File: config.mk
export PLATFORM = sky130hd
export DESIGN_NAME = seq_slice_adder
export DESIGN_NICKNAME = d
export VERILOG_FILES = /design/src/rtl/seq_adder_pkg.sv /design/src/rtl/full_adder.sv /design/src/rtl/slice_ripple_adder.sv /design/src/rtl/seq_slice_adder.sv
export SDC_FILE = /design/constraint.sdc
export NUM_CORES = 1
export LEC_CHECK = 0
export ABC_AREA = 0
export CORE_MARGIN = 1.5
export CORE_UTILIZATION = 40
export CTS_CLUSTER_DIAMETER = 50
export DETAILED_ROUTE_END_ITERATION = 8
export PLACE_DENSITY = 0.63
export SYNTH_ARGS = -nofsm -noshare
export SYNTH_HDL_FRONTEND = slang
export SYNTH_SLANG_ARGS = --single-unit
File: constraint.sdc
create_clock -name Clk -period 3.5 [get_ports Clk]
set_input_delay 0.35 -clock Clk [delete_from_list [all_inputs] [get_ports Clk]]
set_output_delay 0.35 -clock Clk [all_outputs]
set_load 0.01 [all_outputs]
File: src/rtl/seq_adder_pkg.sv
// Shared types and default sizing for the sequential slice adder.
package seq_adder_pkg;

    typedef enum logic [1:0] {
        ST_IDLE = 2'd0,
        ST_RUN  = 2'd1,
        ST_DONE = 2'd2
    } state_t;

    localparam int DEF_WIDTH = 16;
    localparam int DEF_SLICE = 4;

endpackage

File: src/rtl/full_adder.sv
// Single-bit full adder cell used to build the ripple slice.
module full_adder (
    input  logic a,
    input  logic b,
    input  logic ci,
    output logic s,
    output logic co
);

    assign s  = a ^ b ^ ci;
    assign co = (a & b) | (ci & (a ^ b));

endmodule

File: src/rtl/slice_ripple_adder.sv
// SLICE-bit ripple-carry chain of full_adder cells; also exposes the carry
// into the slice MSB so the top level can derive signed overflow.
module slice_ripple_adder
    import seq_adder_pkg::*;
#(
    parameter int SLICE = DEF_SLICE
) (
    input  logic [SLICE-1:0] A,
    input  logic [SLICE-1:0] B,
    input  logic             Cin,
    output logic [SLICE-1:0] S,
    output logic             Cout,
    output logic             Cin_msb
);

    logic [SLICE:0] c;

    assign c[0] = Cin;

    for (genvar i = 0; i < SLICE; i++) begin : g_bit
        full_adder u_fa (
            .a  (A[i]),
            .b  (B[i]),
            .ci (c[i]),
            .s  (S[i]),
            .co (c[i+1])
        );
    end

    assign Cout    = c[SLICE];
    assign Cin_msb = c[SLICE-1];

endmodule

File: src/rtl/seq_slice_adder.sv
// Multi-cycle adder/subtractor: one SLICE-bit ripple slice per clock, LSB first.
// Define SEQ_ADDER_OVF_EN to build the signed-overflow flag V (otherwise V=0).
module seq_slice_adder
    import seq_adder_pkg::*;
#(
    parameter int WIDTH = DEF_WIDTH,
    parameter int SLICE = DEF_SLICE
) (
    input  logic             Clk,
    input  logic             Reset,
    input  logic             Start,
    input  logic             Sub,
    input  logic             Cin,
    input  logic [WIDTH-1:0] A,
    input  logic [WIDTH-1:0] B,
    output logic [WIDTH-1:0] S,
    output logic             Cout,
    output logic             V,
    output logic             Busy,
    output logic             Done
);

    localparam int N     = WIDTH / SLICE;
    localparam int IDX_W = (N > 1) ? $clog2(N) : 1;
    localparam logic [IDX_W-1:0] LAST_IDX = IDX_W'(N - 1);

    state_t           state_q, state_d;
    logic [WIDTH-1:0] a_q, a_d;
    logic [WIDTH-1:0] b_q, b_d;
    logic [WIDTH-1:0] s_q, s_d;
    logic [IDX_W-1:0] idx_q, idx_d;
    logic             carry_q, carry_d;
    logic             cout_q, cout_d;

    logic [SLICE-1:0] slice_a, slice_b, slice_sum;
    logic             slice_cout;
`ifdef SEQ_ADDER_OVF_EN
    logic             slice_cmsb;
    logic             v_q, v_d;
`else
    logic             unused_slice_cmsb;
`endif

    assign slice_a = a_q[int'(idx_q)*SLICE +: SLICE];
    assign slice_b = b_q[int'(idx_q)*SLICE +: SLICE];

    slice_ripple_adder #(
        .SLICE (SLICE)
    ) u_slice (
        .A       (slice_a),
        .B       (slice_b),
        .Cin     (carry_q),
        .S       (slice_sum),
        .Cout    (slice_cout),
`ifdef SEQ_ADDER_OVF_EN
        .Cin_msb (slice_cmsb)
`else
        .Cin_msb (unused_slice_cmsb)
`endif
    );

    always_comb begin
        state_d = state_q;
        a_d     = a_q;
        b_d     = b_q;
        s_d     = s_q;
        idx_d   = idx_q;
        carry_d = carry_q;
        cout_d  = cout_q;
`ifdef SEQ_ADDER_OVF_EN
        v_d     = v_q;
`endif
        case (state_q)
            ST_IDLE: begin
                if (Start) begin
                    // Subtraction is A + ~B + 1: invert B and force the carry-in.
                    a_d     = A;
                    b_d     = Sub ? ~B : B;
                    carry_d = Sub ? 1'b1 : Cin;
                    idx_d   = '0;
                    state_d = ST_RUN;
                end
            end
            ST_RUN: begin
                s_d[int'(idx_q)*SLICE +: SLICE] = slice_sum;
                carry_d = slice_cout;
                idx_d   = idx_q + IDX_W'(1);
                if (idx_q == LAST_IDX) begin
                    cout_d  = slice_cout;
`ifdef SEQ_ADDER_OVF_EN
                    v_d     = slice_cmsb ^ slice_cout;
`endif
                    idx_d   = '0;
                    state_d = ST_DONE;
                end
            end
            ST_DONE: state_d = ST_IDLE;
            default: state_d = ST_IDLE;
        endcase
    end

    always_ff @(posedge Clk) begin
        if (Reset) begin
            state_q <= ST_IDLE;
            s_q     <= '0;
            idx_q   <= '0;
            carry_q <= 1'b0;
            cout_q  <= 1'b0;
`ifdef SEQ_ADDER_OVF_EN
            v_q     <= 1'b0;
`endif
        end else begin
            state_q <= state_d;
            s_q     <= s_d;
            idx_q   <= idx_d;
            carry_q <= carry_d;
            cout_q  <= cout_d;
`ifdef SEQ_ADDER_OVF_EN
            v_q     <= v_d;
`endif
        end
    end

    // Operand registers are only meaningful after a Start, so they carry no reset.
    always_ff @(posedge Clk) begin
        a_q <= a_d;
        b_q <= b_d;
    end

    assign S    = s_q;
    assign Cout = cout_q;
`ifdef SEQ_ADDER_OVF_EN
    assign V    = v_q;
`else
    assign V    = 1'b0;
`endif
    assign Busy = (state_q != ST_IDLE);
    assign Done = (state_q == ST_DONE);

endmodule
### Yosys cells after proc, flatten, opt, wreduce, memory -nomap -nowiden

Index checks and enable logic that the tools add are counted.

| word-level totals | value |
|---|---|
| memory bits (read-only) | 0 |
| input port bits | 37 |
| logic and storage cells | 57 |
| output and inout port bits | 20 |
| memories kept | 0 |
| bits in latches | 0 |
| memory bits (writable) | 0 |
| flip-flop bits (word level) | 54 |

| cells by class | value |
|---|---|
| order comparisons | 0 |
| multipliers | 0 |
| add/subtract/negate cells | 2 |
| shift operators | 4 |
| divide/modulo/power cells | 0 |
| muxes and demuxes | 11 |
| eq/ne operators | 5 |
| reduce and logical (&&, ||, !) cells | 7 |
| bitwise gates (word level) | 21 |

Operators by type and width:

| operator | count |
|---|---|
| $neg 4->33 | 1 |
| $shift 4x33->16 const A | 1 |
| $shiftx 4x33->16 | 1 |
| $shiftx 16x5->4 | 2 |
| $bwmux 16 | 1 |
| $mux 16 | 1 |
| $not 16->16 | 1 |
| $and 1x1->1 | 8 |
| $mux 2 | 4 |
| $pmux 2 s2 | 2 |
| $reduce_and 2->1 | 4 |
| $xor 1x1->1 | 8 |
| $eq 2x2->1 const B | 2 |
| $ne 2x2->1 const B | 2 |
| $or 1x1->1 | 4 |
| $reduce_bool 2->1 | 2 |
| $add 2x1->2 const B | 1 |
| $eq 2x1->1 const B | 1 |
| $logic_not 2->1 | 1 |
| $mux 1 | 2 |
| $pmux 1 s2 | 1 |

### Depth between registers and ports, before layout

| depth | value |
|---|---|
| depth in word-level cells | 11 |
| depth in mapped cells | 9 |
| depth with buffers taken out | 8 |

### Modules after synthesis

From an unflattened synthesis, not the netlist that was laid out.

| unflattened totals | value |
|---|---|
| cells, all modules | 165 |
| area total of the unflattened synthesis | 2362.3 um2 |

Modules (own cells, without submodules):

| module | cells an instance | instances | area each (um2) | sequential area each (um2) |
|---|---|---|---|---|
| seq_slice_adder | 161 | 1 | 2282.2 | 1401.3 |
| full_adder | 1 | 4 | 20.0 | 0.0 |

### Least setup slack after synthesis

No wires, ideal clock.

| timing path | value |
|---|---|
| path type | reg2reg |
| start | register idx_q[0] |
| end | register s_q[7], in the netlist S[7] |
| period minus slack after synthesis | 3.101 ns |
| path buffers | 1 |
| setup slack | 0.399 ns |
| stages on the path, launching flop included | 9 |
| arrival time | 3.030 ns |
| data required time | 3.429 ns |
| setup time | 0.071 ns |
| cells stage by stage | dfxtp_1 buf_6 mux4_1 fa_1 fa_1 fa_1 fa_1 nand4_1 a21oi_1 |

| between the ends | value |
|---|---|
| word-level cells in the longest chain between the ends | 11 |
| elaborated cells between the ends (all ways) | 23 |
| those cells by class | 1 x add/sub; 4 x shift; 1 x mux; 17 x bitwise |

Ends and longest elaborated chain:

| element | RTL line | RTL |
|---|---|---|
| start, declared | seq_slice_adder.sv:31 | `logic [IDX_W-1:0] idx_q, idx_d;` |
| start signal, assigned | seq_slice_adder.sv:115 | `idx_q <= idx_d;` |
| $shiftx 16x5->4 (on tied branches) | seq_slice_adder.sv:44, seq_slice_adder.sv:45 |  |
| $xor 1x1->1 | full_adder.sv:10, full_adder.sv:11 |  |
| $and 1x1->1 | full_adder.sv:11 | `assign co = (a & b) \| (ci & (a ^ b));` |
| $or 1x1->1 | full_adder.sv:11 |  |
| $and 1x1->1 | full_adder.sv:11 |  |
| $or 1x1->1 | full_adder.sv:11 |  |
| $and 1x1->1 | full_adder.sv:11 |  |
| $or 1x1->1 | full_adder.sv:11 |  |
| $xor 1x1->1 | full_adder.sv:10 | `assign s = a ^ b ^ ci;` |
| $shiftx 4x33->16 | seq_slice_adder.sv:85 | `s_d[int'(idx_q)*SLICE +: SLICE] = slice_sum;` |
| $bwmux 16 (*) | seq_slice_adder.sv:85 |  |
| end signal, assigned | seq_slice_adder.sv:105 | `s_q <= '0;` |
| end signal, assigned | seq_slice_adder.sv:114 | `s_q <= s_d;` |
| end, declared | seq_slice_adder.sv:30 | `logic [WIDTH-1:0] s_q, s_d;` |

Mark *: on every way between the ends. The rest lies on a longest branch, timed or not.
A chain may end at the register's enable or synchronous reset.

### Final worst setup path

Ends and elaborated chain as after synthesis.

==> flow_summary.yaml <==
floorplan:
  fp-row-count: 28
  die_w_microns: 81.66
  floorplan.core_area_sq_mm: 0.005956
  die-area_sq_mm: 0.006668
  initial_core_util_pct: 41.55
  ioPinCount: 57
  dieHeight_microns: 81.66
critical_path:
  crit_top_cell: "fa_1"
  reg2regPathDepth: 7
  path_max_fanout: 4
  slowest_stage: "mux4_1"
  critPathRequiredTime_ps: 3720
  cp-end-kind: "flop"
  crit_type: "flop to flop"
  slowest_delay_ps: 590
  cp.arrival_ps: 3360
  critPathLaunchType: "flop"
  path_cells: "mux4_1 -> fa_1 -> fa_1 -> fa_1 -> fa_1 -> nand4_1 -> a21oi_1"
final_layout:
  finalNonFillerCells: 316
  final_cell_mix: "55 x clkdlybuf4s50_1, 32 x edfxtp_1, 22 x dfxtp_1"
  n_antenna_cell: 0
  final_area_sq_mm: 0.003174
  drive_gt1_share_pct: 7.054
  syn2layout_area_growth_pct: 28.26
  nets: 287
  final_common_cell: "clkdlybuf4s50_1"
yosys:
  ys_warn_count: 0
  synthCells: 184
  synth-seq-cells: 54
  synth-edff-count: 32
  ys_async_sr_fraction_pct: 0
  synth_seq_area_share_pct: 56.62
  ys.flop_type: "edfxtp_1"
  syn-num-nets: 231
  syn_avg_cell_area_sq_um: 13.45
  yosysUniqueCellTypes: 32
  synthesis.area_sq_mm: 0.002475
power_and_ir_drop:
  ir_drop_mv: 0.2429
  total_power_mw: 1.299
  power_density_mw_per_mm2: 409.4
  p_leak_nw: 1.115
clocking:
  ctsHoldBuffers: 0
  cts_htree_levels: 2
  cts_sinks: 54
  clk_pin_slew_ps: 100
  clk_path_buf_depth: 2
  cts.repair.resized: 0
  post_cts_buffers: 0
  clock_latency_ps: 310
  root_buffer: "clkbuf_8"
  cts_tree: "yes"
  cts_buffers: 5
timing:
  relSlewSlack_pct: 42.11
  fin_tns_setup_ps: 0
  finalMaxSlewViolations: 0
  fmax_mhz: 318.2
  period_share_pct: 89.79
  clock_skew_ps: 7.434
  worst_slack_ps: 357.3
  rsz0062_at_grt: "no"
  period_minus_slack_ps: 3143
  setup_viol: 0
  hold_violations: 0
  tightest_slew_ps: 865.6
route:
  drc: 0
  vias: 1533
  drt_iter0_markers: 86
  drt-pass1-iter-count: 4
  viasPerCell: 4.851
  post_drt_wl_per_cell_microns: 13.80
  ant_nets: 0
  drt-total-wl_microns: 4360
outcome:
  status: "completed"
global_routing:
  grt.overflow.total: 0
  antenna_found_initial: 0
  grtUsageTotal_pct: 14.98
  grt_pass1_wl_microns: 7376
  grt_max_degree: 33
  grt_pass1_vias: 1529
place:
  dp_hpwl_microns: 3209
  place_congestion: 0.8221
  dpl-instance-area_sq_mm: 0.003075
  portBuffers: 55
  dp_slack_ps: 399.1
  numPlacedInstances: 308
worst_hold_path:
  hp-class: "flop to flop"
  min_path_cells: 2
job:
  maxCapViolations: 0
[registers in the layout, indices dropped and copies added (netlist names)]
signal and cells:
idx_q 2, a_q 16, b_q 16, state_q 2
Cout 1, carry_q 1, S 16
[report_power, final]
group	internal [mW]	switching (mW)	leakage [nW]
clock	0.163	0.206	0.0478
combinational	0.106	0.0998	0.584
sequential	0.711	0.0133	0.483
[stage by stage]
step           hold WS, ps  utilization, %
2_1_floorplan        448.9               -
3_3_place_gp         439.1           51.64
3_5_place_dp         446.2           51.64
4_1_cts              458.8           53.30
5_1_grt              474.8           53.30
6_report             453.3           53.30
[layer usage]
layer  up-vias  GRT usage (%)  wire, microns
li1        780              -              -
met1       695          19.60           2065
met2        56          24.30           2036
met3         2          5.111            242
met4         0          3.051             15
met5         -              0              0
[critical path: cells and delay by family (launching register included)]
family | cells | cell delay [ps]
fa+ha+maj | 4 | 1810
mux | 1 | 590
flops | 1 | 400
compound gates | 1 | 150
simple gates | 1 | 110
[cell families (layout without fill, tap and decap cells)]
kind of cell | after synthesis | in the layout | synth area share, %
xor+xnor | 16 | 16 | 5.662
mux | 10 | 10 | 9.302
flops | 54 | 54 | 56.62
fa+ha+maj | 10 | 10 | 6.269
compound gates | 22 | 22 | 5.359
buf+inv | 18 | 75 | 4.297
simple gates | 53 | 53 | 12.34
other cells | 1 | 1 | 0.1515
[Yosys cell counts (all sizes together) (2+ instances only)]
cell type   n  area share, %
a21oi      14            2.8
and3b       4            1.5
buf         6            2.3
clkbuf      3           0.45
dfxtp      22             18
edfxtp     32             39
fa          4            3.2
ha          6            3.0
inv         8            1.2
mux2i       2           0.81
mux4        8            8.5
nand2      18            2.7
nand3       9            1.8
nand3b      5            1.5
nand4       4            1.0
nor2        6           0.91
nor2b       2           0.51
nor3b       2            1.5
o21ai       2           0.40
o32ai       4            1.4
xor2       16            5.7
[path summary, 6_finish.rpt]
check,slack (ps),from,end
max reg2reg,360,idx_q[0],S[7]
max,360,idx_q[0],S[7]
min,450,S[10],S[10]
min reg2reg,450,S[10],S[10]
[cell type report]
class | instances | area [sq um]
multi-input cells | 112 | 969.7
fillers | 564 | 2781
well taps | 75 | 93.84
inverters | 8 | 30.03
flip-flops and latches | 54 | 1401
clock buffers | 6 | 82.58
repair buffers | 59 | 580.6
clock inverters | 2 | 16.27
(Power assumes the default switching activity.)
